==> config.mk <==
export PLATFORM = sky130hd
export DESIGN_NAME = reg_writeback
export DESIGN_NICKNAME = d
export VERILOG_FILES = /design/src/rtl/reg_writeback.sv
export SDC_FILE = /design/constraint.sdc
export NUM_CORES = 1
export LEC_CHECK = 0
export BUFFER_PORTS_ARGS = -buffer_cell sky130_fd_sc_hd__buf_2
export CELL_PAD_IN_SITES_DETAIL_PLACEMENT = 2
export CELL_PAD_IN_SITES_GLOBAL_PLACEMENT = 2
export CORE_UTILIZATION = 39
export CTS_CLUSTER_DIAMETER = 100
export DETAILED_ROUTE_END_ITERATION = 8
export PLACE_DENSITY = 0.95
export REMOVE_ABC_BUFFERS = 1
export SLEW_MARGIN = 25
export SYNTH_ARGS = -nofsm -noshare
export SYNTH_HDL_FRONTEND = slang
export SYNTH_SLANG_ARGS = --single-unit
==> constraint.sdc <==
create_clock -name clk -period 10.15 [get_ports clk]
set_input_delay 2.03 -clock clk [delete_from_list [all_inputs] [get_ports clk]]
set_output_delay 2.03 -clock clk [all_outputs]
set_load 0.01 [all_outputs]
==> src/rtl/reg_writeback.sv <==
// reg_writeback
//   Writer side of the register-file write port. Results from the load/store
//   unit (MEM) and the ALU are accepted through valid/ready handshakes,
//   buffered in a small in-order FIFO and drained into a registered
//   register-file write port at one write per cycle. Two combinational
//   forwarding lookups let decode see writes not yet in the register file.
//
//   Optional feature: define WB_STATS_EN to add the stall_cnt output, a
//   saturating count of cycles in which a valid producer was back-pressured.
//
// Ports
//   clk, rst_n                      clock (rising edge), async active-low reset
//   mem_valid/ready/addr/data       MEM result handshake (older of the pair)
//   alu_valid/ready/addr/data       ALU result handshake
//   rf_wrt, rf_addr, rf_d           registered register-file write port
//   fwd_addr_a/b                    forwarding lookup addresses
//   fwd_hit_a/b, fwd_data_a/b       lookup result (youngest pending data)
//   count                           FIFO occupancy, output register excluded
//   stall_cnt                       (WB_STATS_EN only) back-pressure cycles
module reg_writeback #(
  parameter int ADDR_WIDTH = 5,
  parameter int DATA_WIDTH = 32,
  parameter int DEPTH      = 4
) (
  input  logic                           clk,
  input  logic                           rst_n,
  input  logic                           mem_valid,
  output logic                           mem_ready,
  input  logic [ADDR_WIDTH-1:0]          mem_addr,
  input  logic [DATA_WIDTH-1:0]          mem_data,
  input  logic                           alu_valid,
  output logic                           alu_ready,
  input  logic [ADDR_WIDTH-1:0]          alu_addr,
  input  logic [DATA_WIDTH-1:0]          alu_data,
  output logic                           rf_wrt,
  output logic [ADDR_WIDTH-1:0]          rf_addr,
  output logic [DATA_WIDTH-1:0]          rf_d,
  input  logic [ADDR_WIDTH-1:0]          fwd_addr_a,
  input  logic [ADDR_WIDTH-1:0]          fwd_addr_b,
  output logic                           fwd_hit_a,
  output logic                           fwd_hit_b,
  output logic [DATA_WIDTH-1:0]          fwd_data_a,
  output logic [DATA_WIDTH-1:0]          fwd_data_b,
  output logic [$clog2(DEPTH+1)-1:0]     count
`ifdef WB_STATS_EN
  ,
  output logic [15:0]                    stall_cnt
`endif
);

  localparam int CW = $clog2(DEPTH + 1);
  localparam int PW = $clog2(DEPTH);

  // FIFO storage; no reset needed, liveness is tracked by the pointers/count.
  logic [ADDR_WIDTH-1:0] addr_mem [DEPTH];
  logic [DATA_WIDTH-1:0] data_mem [DEPTH];

  logic [PW-1:0]         rd_ptr_reg, rd_ptr_next;
  logic [PW-1:0]         wr_ptr_reg, wr_ptr_next;
  logic [CW-1:0]         count_reg, count_next;
  logic                  rf_wrt_reg, rf_wrt_next;
  logic [ADDR_WIDTH-1:0] rf_addr_reg, rf_addr_next;
  logic [DATA_WIDTH-1:0] rf_d_reg, rf_d_next;

  logic [CW-1:0]         free;
  logic                  mem_w, alu_w;
  logic                  pop;
  logic                  w0_v, w1_v;
  logic [ADDR_WIDTH-1:0] w0_addr;
  logic [DATA_WIDTH-1:0] w0_data;
  logic                  enq0_v, enq1_v;
  logic [ADDR_WIDTH-1:0] enq0_addr;
  logic [DATA_WIDTH-1:0] enq0_data;

  assign free      = CW'(DEPTH) - count_reg;
  assign mem_ready = (free != '0);
  // The ALU needs a second free slot only when MEM competes in the same cycle.
  assign alu_ready = (free >= CW'(2)) || ((free != '0) && !mem_valid);

  // Accepted writes that actually reach the register file (address 0 dropped).
  assign mem_w = mem_valid && mem_ready && (mem_addr != '0);
  assign alu_w = alu_valid && alu_ready && (alu_addr != '0);

  // w0 is the oldest accepted write this cycle; w1 (always the ALU) exists
  // only when both sources deliver.
  assign w0_v    = mem_w || alu_w;
  assign w1_v    = mem_w && alu_w;
  assign w0_addr = mem_w ? mem_addr : alu_addr;
  assign w0_data = mem_w ? mem_data : alu_data;

  assign pop = (count_reg != '0);

  always_comb begin
    rf_wrt_next  = 1'b0;
    rf_addr_next = rf_addr_reg;
    rf_d_next    = rf_d_reg;
    enq0_v       = 1'b0;
    enq0_addr    = w0_addr;
    enq0_data    = w0_data;
    enq1_v       = 1'b0;
    if (pop) begin
      // Queued writes are older than anything arriving now.
      rf_wrt_next  = 1'b1;
      rf_addr_next = addr_mem[rd_ptr_reg];
      rf_d_next    = data_mem[rd_ptr_reg];
      enq0_v       = w0_v;
      enq1_v       = w1_v;
    end else if (w0_v) begin
      // Empty FIFO: bypass the oldest new write, queue the younger one.
      rf_wrt_next  = 1'b1;
      rf_addr_next = w0_addr;
      rf_d_next    = w0_data;
      enq0_v       = w1_v;
      enq0_addr    = alu_addr;
      enq0_data    = alu_data;
    end
  end

  assign wr_ptr_next = wr_ptr_reg + PW'(enq0_v) + PW'(enq1_v);
  assign rd_ptr_next = rd_ptr_reg + PW'(pop);
  assign count_next  = count_reg + CW'(enq0_v) + CW'(enq1_v) - CW'(pop);

  always_ff @(posedge clk) begin
    if (enq0_v) begin
      addr_mem[wr_ptr_reg] <= enq0_addr;
      data_mem[wr_ptr_reg] <= enq0_data;
    end
    if (enq1_v) begin
      addr_mem[wr_ptr_reg + PW'(1)] <= alu_addr;
      data_mem[wr_ptr_reg + PW'(1)] <= alu_data;
    end
  end

  always_ff @(posedge clk or negedge rst_n) begin
    if (!rst_n) begin
      rd_ptr_reg  <= '0;
      wr_ptr_reg  <= '0;
      count_reg   <= '0;
      rf_wrt_reg  <= 1'b0;
      rf_addr_reg <= '0;
      rf_d_reg    <= '0;
    end else begin
      rd_ptr_reg  <= rd_ptr_next;
      wr_ptr_reg  <= wr_ptr_next;
      count_reg   <= count_next;
      rf_wrt_reg  <= rf_wrt_next;
      rf_addr_reg <= rf_addr_next;
      rf_d_reg    <= rf_d_next;
    end
  end

  assign rf_wrt  = rf_wrt_reg;
  assign rf_addr = rf_addr_reg;
  assign rf_d    = rf_d_reg;
  assign count   = count_reg;

  // Forwarding: two identical lookups. The output register is the oldest
  // pending write, so it is considered first and any live FIFO match
  // (scanned oldest to newest) overrides it, leaving the youngest match.
  logic [ADDR_WIDTH-1:0] fwd_addr [2];
  assign fwd_addr[0] = fwd_addr_a;
  assign fwd_addr[1] = fwd_addr_b;

  genvar gi;
  generate
    for (gi = 0; gi < 2; gi++) begin : g_fwd
      logic                  hit;
      logic [DATA_WIDTH-1:0] dat;
      always_comb begin
        hit = 1'b0;
        dat = '0;
        if (fwd_addr[gi] != '0) begin
          if (rf_wrt_reg && (rf_addr_reg == fwd_addr[gi])) begin
            hit = 1'b1;
            dat = rf_d_reg;
          end
          for (int i = 0; i < DEPTH; i++) begin
            if ((CW'(i) < count_reg) &&
                (addr_mem[rd_ptr_reg + PW'(i)] == fwd_addr[gi])) begin
              hit = 1'b1;
              dat = data_mem[rd_ptr_reg + PW'(i)];
            end
          end
        end
      end
    end
  endgenerate

  assign fwd_hit_a  = g_fwd[0].hit;
  assign fwd_data_a = g_fwd[0].dat;
  assign fwd_hit_b  = g_fwd[1].hit;
  assign fwd_data_b = g_fwd[1].dat;

`ifdef WB_STATS_EN
  logic        stall;
  logic [15:0] stall_cnt_reg;

  assign stall = (mem_valid && !mem_ready) || (alu_valid && !alu_ready);

  always_ff @(posedge clk or negedge rst_n) begin
    if (!rst_n) begin
      stall_cnt_reg <= '0;
    end else if (stall && (stall_cnt_reg != 16'hFFFF)) begin
      stall_cnt_reg <= stall_cnt_reg + 16'd1;
    end
  end

  assign stall_cnt = stall_cnt_reg;
`endif

endmodule

==> impl_metrics.ini, run 1 <==
[route]
wl_um = 73340
vias = 15907
drtPass1Iterations = 7
drcViolationCount = 0
top_layer = met4
wl_met1_um = 28950
wl_met2_um = 35750
antenna_left = 0
first_iter_violations = 1623
post_drt_wl_per_cell_um = 30.71
vias_per_cell = 6.661
met3_length_um = 5349

[power]
combPwrFrac = 0.636
p_per_area_nw_per_um2 = 400.4
p_clk_frac = 0.110
peakVddDrop_mv = 0.2041
total_leakage_power_nw = 6.675
power_mw = 6.875
seqPwrFrac = 0.254
power_switching_mw = 3.649
switching_share = 0.5307
p_int_mw = 3.227

[place]
dp_hpwl_um = 45750
placed_area_sq_um = 16510
gp_congestion = 0.9091
port_buffers = 196

[timing]
fin_skew_ns = 0.01281
slew_violations = 0
max_slew_margin = 0.2850
max_freq_mhz = 143.1
tightest_slew_ns = 1.072
post-route-min-period_ns = 6.986
period_share = 0.6883
rsz0062_at_grt = no
finalHoldViolCount = 0
setup_viol_count_final = 0

[grt]
grt_usage = 0.3662
antenna_found_initial = 0
grt_pass1_wl_um = 107700
grt-ovfl-total = 0
grt_pass1_vias = 17134
grt_max_degree = 80

[floorplan]
io_pins = 197
start_util = 0.3949
chipWidth_um = 199.6
die_y_um = 199.6
core_sq_um = 38560
rows = 72
dieArea_sq_um = 39840

[finish]
layout-drive-gt1-share = 0.2091
regArea_sq_um = 5578
diodes = 0
multi_input_area_sq_um = 9000
postLayoutCellArea_sq_um = 17170
syn2layout_area_growth_pct = 12.77
largest_reg_flops = 128
nNetsFinal = 1955
layout_common_cells = nor2_1, buf_2, nand2_1
final_common_cell = nor2_1
nFillCells = 4312

[critical_path]
cp_data_required_time_ns = 8.12
critical-path-slowest-cell = or2_2
path_depth = 10
crit_path_start_kind = flop
critPathTopFamily = buffers and inverters
r2r_cells = 12
path_class = reg -> out
max_stage_delay_ns = 0.92
cpMostUsedCell = mux2i_1
path_buf_inv = 3
cp.arrival_ns = 4.96
ff2ff_setup_slack_ns = 5.62
path_cells = buf_6 > mux2i_1 > mux2i_1 > xnor2_1 > o211ai_1 > buf_4 > or2_2 > nor2_1 > o31ai_1 > buf_2
timing.rr.start = count[0]$_DFF_PN0_
end_kind = primary output
reg2reg_to = data_mem[3][0]$_DFFE_PP_
crit_path_max_fanout = 68

[yosys]
ys_ff_latch = 193
avgSynthCellArea_sq_um = 8.593
ys_types = 55
synth_ff_type = edfxtp_1
netlist_instances = 1772
synthArstFlopShare = 0.2332
ys_warn_count = 0
seq_area_frac_synth = 0.3658
synth.cell_area_sq_um = 15230
synth_edf_count = 148

[run_status]
status = complete, no violations

[hold_path]
min_to = rf_d[10]$_DFFE_PN0P_
hold_start = rf_d[10]$_DFFE_PN0P_
min_path_cells = 2
hp-class = reg -> reg

[clocking]
cts_hold_buf = 0
cts_setup_buffers = 0
cts-root-buf = clkbuf_16
clkTransAtPathRegs_ns = 0.08
cts_tree = built
cts_buffer_depth = 2
cts_buffers = 17
clk-insertion-delay-late_ns = 0.47
cts.htree.levels = 4
post_cts_resized = 0
cts.sinks = 193

[run]
max_cap_viol_count = 0
-- worst reg2reg max path, stage by stage, from the launching register on --
cell	delay [ns]
dfrtp_1	0.43
inv_1	0.11
ha_1	0.24
ha_1	0.22
nor2b_1	0.34
o21ai_4	0.26
buf_4	0.38
inv_1	0.21
nor2_1	0.09
o21ai_0	0.62
mux2i_1	0.37
nor2b_4	0.25
buf_4	0.60
-- stage by stage --
stage / setup WS, ns / std cells / hold slack, ns / util / setup TNS, ns
2_1_floorplan: -0.2169 / 1604 / 0.5355 / - / -6.951
3_3_place_gp: 3.413 / 2354 / 0.5708 / 0.4283 / 0
3_5_place_dp: 3.265 / 2354 / 0.5955 / 0.4283 / 0
4_1_cts: 2.802 / 2386 / 0.6164 / 0.4440 / 0
5_1_grt: 2.888 / 2388 / 0.6466 / 0.4454 / 0
6_report: 3.164 / 2388 / 0.6144 / 0.4454 / 0
-- power by group through the flow --
stage / registers (mW) / logic (mW) / clock network (mW)
2_1_floorplan: 1.77 / 2.61 / 0
3_3_place_gp: 1.66 / 3.87 / 0
3_5_place_dp: 1.73 / 4.17 / 0
4_1_cts: 1.73 / 4.27 / 0.752
5_1_grt: 1.78 / 4.61 / 0.773
6_report: 1.75 / 4.37 / 0.753
-- per-layer routing --
metal	GRT usage	vias to the layer above
met4	0.1962	0
met5	0	-
met3	0.05468	238
met2	0.6136	892
met1	0.4527	8099
li1	-	6678
-- layout make-up --
type | instances | share of cell area
flip-flops and latches | 193 | 0.3248
well taps | 518 | 0.03774
clock buffers | 17 | 0.02477
multi-input cells | 1401 | 0.5241
clock inverters | 15 | 0.01042
inverters | 10 | 0.002259
repair buffers | 234 | 0.07585
-- worst max path at each step --
stage / startpoint / end / slack, ns
2_1_floorplan: rd_ptr_reg[0]$_DFF_PN0_ / fwd_data_b[13] / -0.22
3_3_place_gp: fwd_addr_b[2] / fwd_data_b[13] / 3.41
3_5_place_dp: fwd_addr_b[2] / fwd_data_b[4] / 3.26
4_1_cts: rd_ptr_reg[1]$_DFF_PN0_ / fwd_data_b[4] / 2.80
5_1_grt: rd_ptr_reg[1]$_DFF_PN0_ / fwd_data_b[21] / 2.89
6_report: rd_ptr_reg[1]$_DFF_PN0_ / fwd_data_b[29] / 3.16
-- synth_stat cells, types with 20 or more instances --
cell | n | area share
xnor2_1 | 26 | 0.015
o31ai_1 | 46 | 0.023
nand2_1 | 182 | 0.045
clkbuf_1 | 112 | 0.028
and2_1 | 20 | 0.0082
nor3_1 | 35 | 0.012
xor2_1 | 25 | 0.014
buf_2 | 33 | 0.011
nor2_1 | 232 | 0.057
o22ai_1 | 34 | 0.014
o21ai_0 | 167 | 0.055
a21oi_1 | 159 | 0.052
mux2_2 | 81 | 0.060
mux2i_1 | 123 | 0.081
dfrtp_1 | 45 | 0.074
nand3_1 | 43 | 0.014
o211ai_1 | 49 | 0.024
edfxtp_1 | 148 | 0.29
-- cell families (layout without fill, tap and decap cells) --
kind of cell,Yosys count,after routing,share of synthesized area
AO/OA/AOI/OAI,570,570,0.2274
XOR/XNOR,51,51,0.02933
adder cells (fa/ha/maj),10,10,0.009696
buffers and inverters,178,276,0.04955
flip-flops,193,193,0.3658
multiplexers,221,221,0.1659
AND/OR/NAND/NOR,549,549,0.1523
Power figures use the tool's default switching activity.
==> run 2: changes to the inputs <==
--- a/config.mk
+++ b/config.mk
@@ -5,13 +5,14 @@
 export SDC_FILE = /design/constraint.sdc
 export NUM_CORES = 1
 export LEC_CHECK = 0
+export ABC_AREA = 1
 export BUFFER_PORTS_ARGS = -buffer_cell sky130_fd_sc_hd__buf_2
 export CELL_PAD_IN_SITES_DETAIL_PLACEMENT = 2
 export CELL_PAD_IN_SITES_GLOBAL_PLACEMENT = 2
-export CORE_UTILIZATION = 39
+export CORE_UTILIZATION = 29
 export CTS_CLUSTER_DIAMETER = 100
 export DETAILED_ROUTE_END_ITERATION = 8
-export PLACE_DENSITY = 0.95
+export PLACE_DENSITY = 0.9
 export REMOVE_ABC_BUFFERS = 1
 export SLEW_MARGIN = 25
 export SYNTH_ARGS = -nofsm -noshare
==> constraint.sdc (replaced) <==
create_clock -name clk -period 6.2 [get_ports clk]
set_input_delay 1.24 -clock clk [delete_from_list [all_inputs] [get_ports clk]]
set_output_delay 1.24 -clock clk [all_outputs]
set_load 0.01 [all_outputs]
==> impl_metrics.ini, run 2 <==
[floorplan]
start_util = 0.2960
chipWidth_um = 242.8
rows = 87
die_y_um = 242.8
core_sq_um = 56820
dieArea_sq_um = 58970
io_pins = 197

[yosys]
synthArstFlopShare = 0.2332
synth_common_cells = nand2_1, o21ai_0, nor2_1, inv_1, nand3_1
seq_area_frac_synth = 0.3312
synth.most_common_cell = nand2_1
synth.cell_area_sq_um = 16820
netlist_top_cells_area = edfxtp_1, nand2_1, o21ai_0, nor2_1, dfrtp_1
ys_ff_latch = 193
ys_types = 38
synth_edf_count = 148
ys_warn_count = 0
yosys.area.top_type = edfxtp_1
avgSynthCellArea_sq_um = 6.157
netlist_instances = 2732
synth_ff_type = edfxtp_1
synth_top_area_share = 0.2642

[critical_path]
timing.rr.start = count[1]$_DFF_PN0_
cpMostUsedCell = nand3_1
reg2reg_to = data_mem[0][7]$_DFFE_PP_
crit_path_max_fanout = 84
max_stage_delay_ns = 0.73
ff2ff_setup_slack_ns = 2.25
crit_start = rd_ptr_reg[0]$_DFF_PN0_
cp.arrival_ns = 4.61
crit_path_start_kind = flop
r2r_cells = 10
cp_data_required_time_ns = 4.96
critical-path-slowest-cell = nand3_2
end_kind = primary output
path_class = reg -> out
path_cells = inv_4 > buf_4 > nand2_1 > nand3_1 > nand3_1 > nand2_1 > nor2_4 > nand3_2 > nand2_1 > nand3_1 > nand3_1 > a21oi_1 > buf_2

[grt]
grt.busiest_layer = met2
grt_util_met3 = 0.04998
antenna_found_initial = 0
grt-ovfl-total = 0
grt_pass1_vias = 22421
grt_pass1_wl_um = 131400
grtUsageMet1 = 0.3461
grt_max_degree = 126
grtUsageMet2 = 0.5046
grt_usage = 0.2905

[run_status]
status = complete, no violations

[clocking]
cts-root-buf = clkbuf_16
cts_buffers = 17
cts_hold_buf = 0
cts_tree = built
cts_buffer_depth = 2
cts_setup_buffers = 0
post_cts_resized = 0
clkTransAtPathRegs_ns = 0.08
cts.htree.levels = 4
clk-insertion-delay-late_ns = 0.52
cts.sinks = 193

[timing]
rsz0062_at_grt = no
max_freq_mhz = 170.9
finalHoldViolCount = 0
post-route-min-period_ns = 5.850
fin_skew_ns = 0.01332
tightest_slew_ns = 1.105
setup_ws_ns = 0.3501
setup_viol_count_final = 0
slew_violations = 0
period_share = 0.9435
max_slew_margin = 0.2623

[power]
p_per_area_nw_per_um2 = 646.4
seqPwrFrac = 0.215
power_switching_mw = 7.217
p_int_mw = 5.068
peakVddDrop_mv = 0.2825
combPwrFrac = 0.682
p_clk_frac = 0.103
total_leakage_power_nw = 9.046
power_mw = 12.29
switching_share = 0.5874

[finish]
layout-drive-gt1-share = 0.1118
diodes = 0
largest_reg_flops = 128
syn2layout_area_growth_pct = 12.98
layout_common_cells = nand2_1, o21ai_0, nor2_1
post-route-util = 0.3345
nNetsFinal = 2885
final_common_cell = nand2_1

[place]
gp_congestion = 0.8913
dp_hpwl_um = 56540
place_ws_ns = 1.247
port_buffers = 196

[hold_path]
min_to = rf_d[22]$_DFFE_PN0P_
min_path_cells = 2
hold_start = rf_d[22]$_DFFE_PN0P_
hp-class = reg -> reg

[route]
vias_per_cell = 5.708
first_iter_violations = 1333
antenna_left = 0
wl_um = 86650
vias = 20296
post_drt_wl_per_cell_um = 24.37
drcViolationCount = 0
drtPass1Iterations = 5

[run]
max_cap_viol_count = 0
[run 2: changes by cell type in the layout (fill, tap and decap cells not counted), sizes merged, moves of 119 or more]
cell | previous run | this run
inv | 14 | 238
o21ai | 178 | 478
nand2 | 182 | 874
mux2i | 123 | 0
nand3 | 43 | 162
[run 2: power groups by stage]
stage / clock (mW) / sequential [mW] / combinational, mW
after detailed placement: 0 / 2.66 / 8.15
final: 1.27 / 2.64 / 8.38
after global placement: 0 / 2.60 / 7.58
after global routing: 1.30 / 2.70 / 9.07
after CTS: 1.27 / 2.64 / 8.26
after floorplan: 0 / 2.71 / 4.59
[run 2: how the worst max path moves through the flow]
stage / endpoint / slack (ns) / depth (start not counted)
2_1_floorplan: fwd_data_a[0] / -2.70 / 12
3_3_place_gp: fwd_data_b[12] / 1.31 / 11
3_5_place_dp: fwd_data_b[18] / 1.25 / 13
4_1_cts: fwd_data_b[18] / 0.55 / 13
5_1_grt: fwd_data_b[18] / 0.30 / 13
6_report: fwd_data_b[18] / 0.35 / 13
[run 2: worst max-delay path: cells and delay by family (launching register included)]
kind	cells	cell delay, ns
simple gates	9	1.72
compound gates	1	0.44
flops	1	0.61
buf+inv	3	1.21
[run 2: final cells by class]
type,count,area (sq um)
fill,7045,37820
multi-input combinational,2102,9657
sequential,193,5578
timing repair buffer,237,1320
tap,756,945.9
inverter,236,892.1
clock buffer,21,460.4
clock inverter,11,151.4
[run 2: logic make-up (layout without fill, tap and decap cells)]
logic type / count (synthesis) / count (layout) / share of synthesized area
buf+inv: 437 / 505 / 0.1049
xor+xnor: 13 / 13 / 0.006769
compound gates: 618 / 618 / 0.1924
simple gates: 1461 / 1461 / 0.3560
flops: 193 / 193 / 0.3312
fa+ha+maj: 10 / 10 / 0.008777
[run 2: metal layers]
layer,part of all wire,vias to the layer above
met2,0.49,783
met5,0,-
li1,-,9061
met3,0.064,243
met1,0.41,10209
met4,0.042,0
[run 2: stage by stage]
stage,hold slack [ns],cell area (sq um),TNS (ns),cells
6_report,0.6113,19000,0,3556
5_1_grt,0.6536,19000,0,3556
4_1_cts,0.6193,19000,0,3556
3_5_place_dp,0.5998,18390,0,3524
3_3_place_gp,0.5868,18380,0,3524
2_1_floorplan,0.5397,15940,-167.35,2531
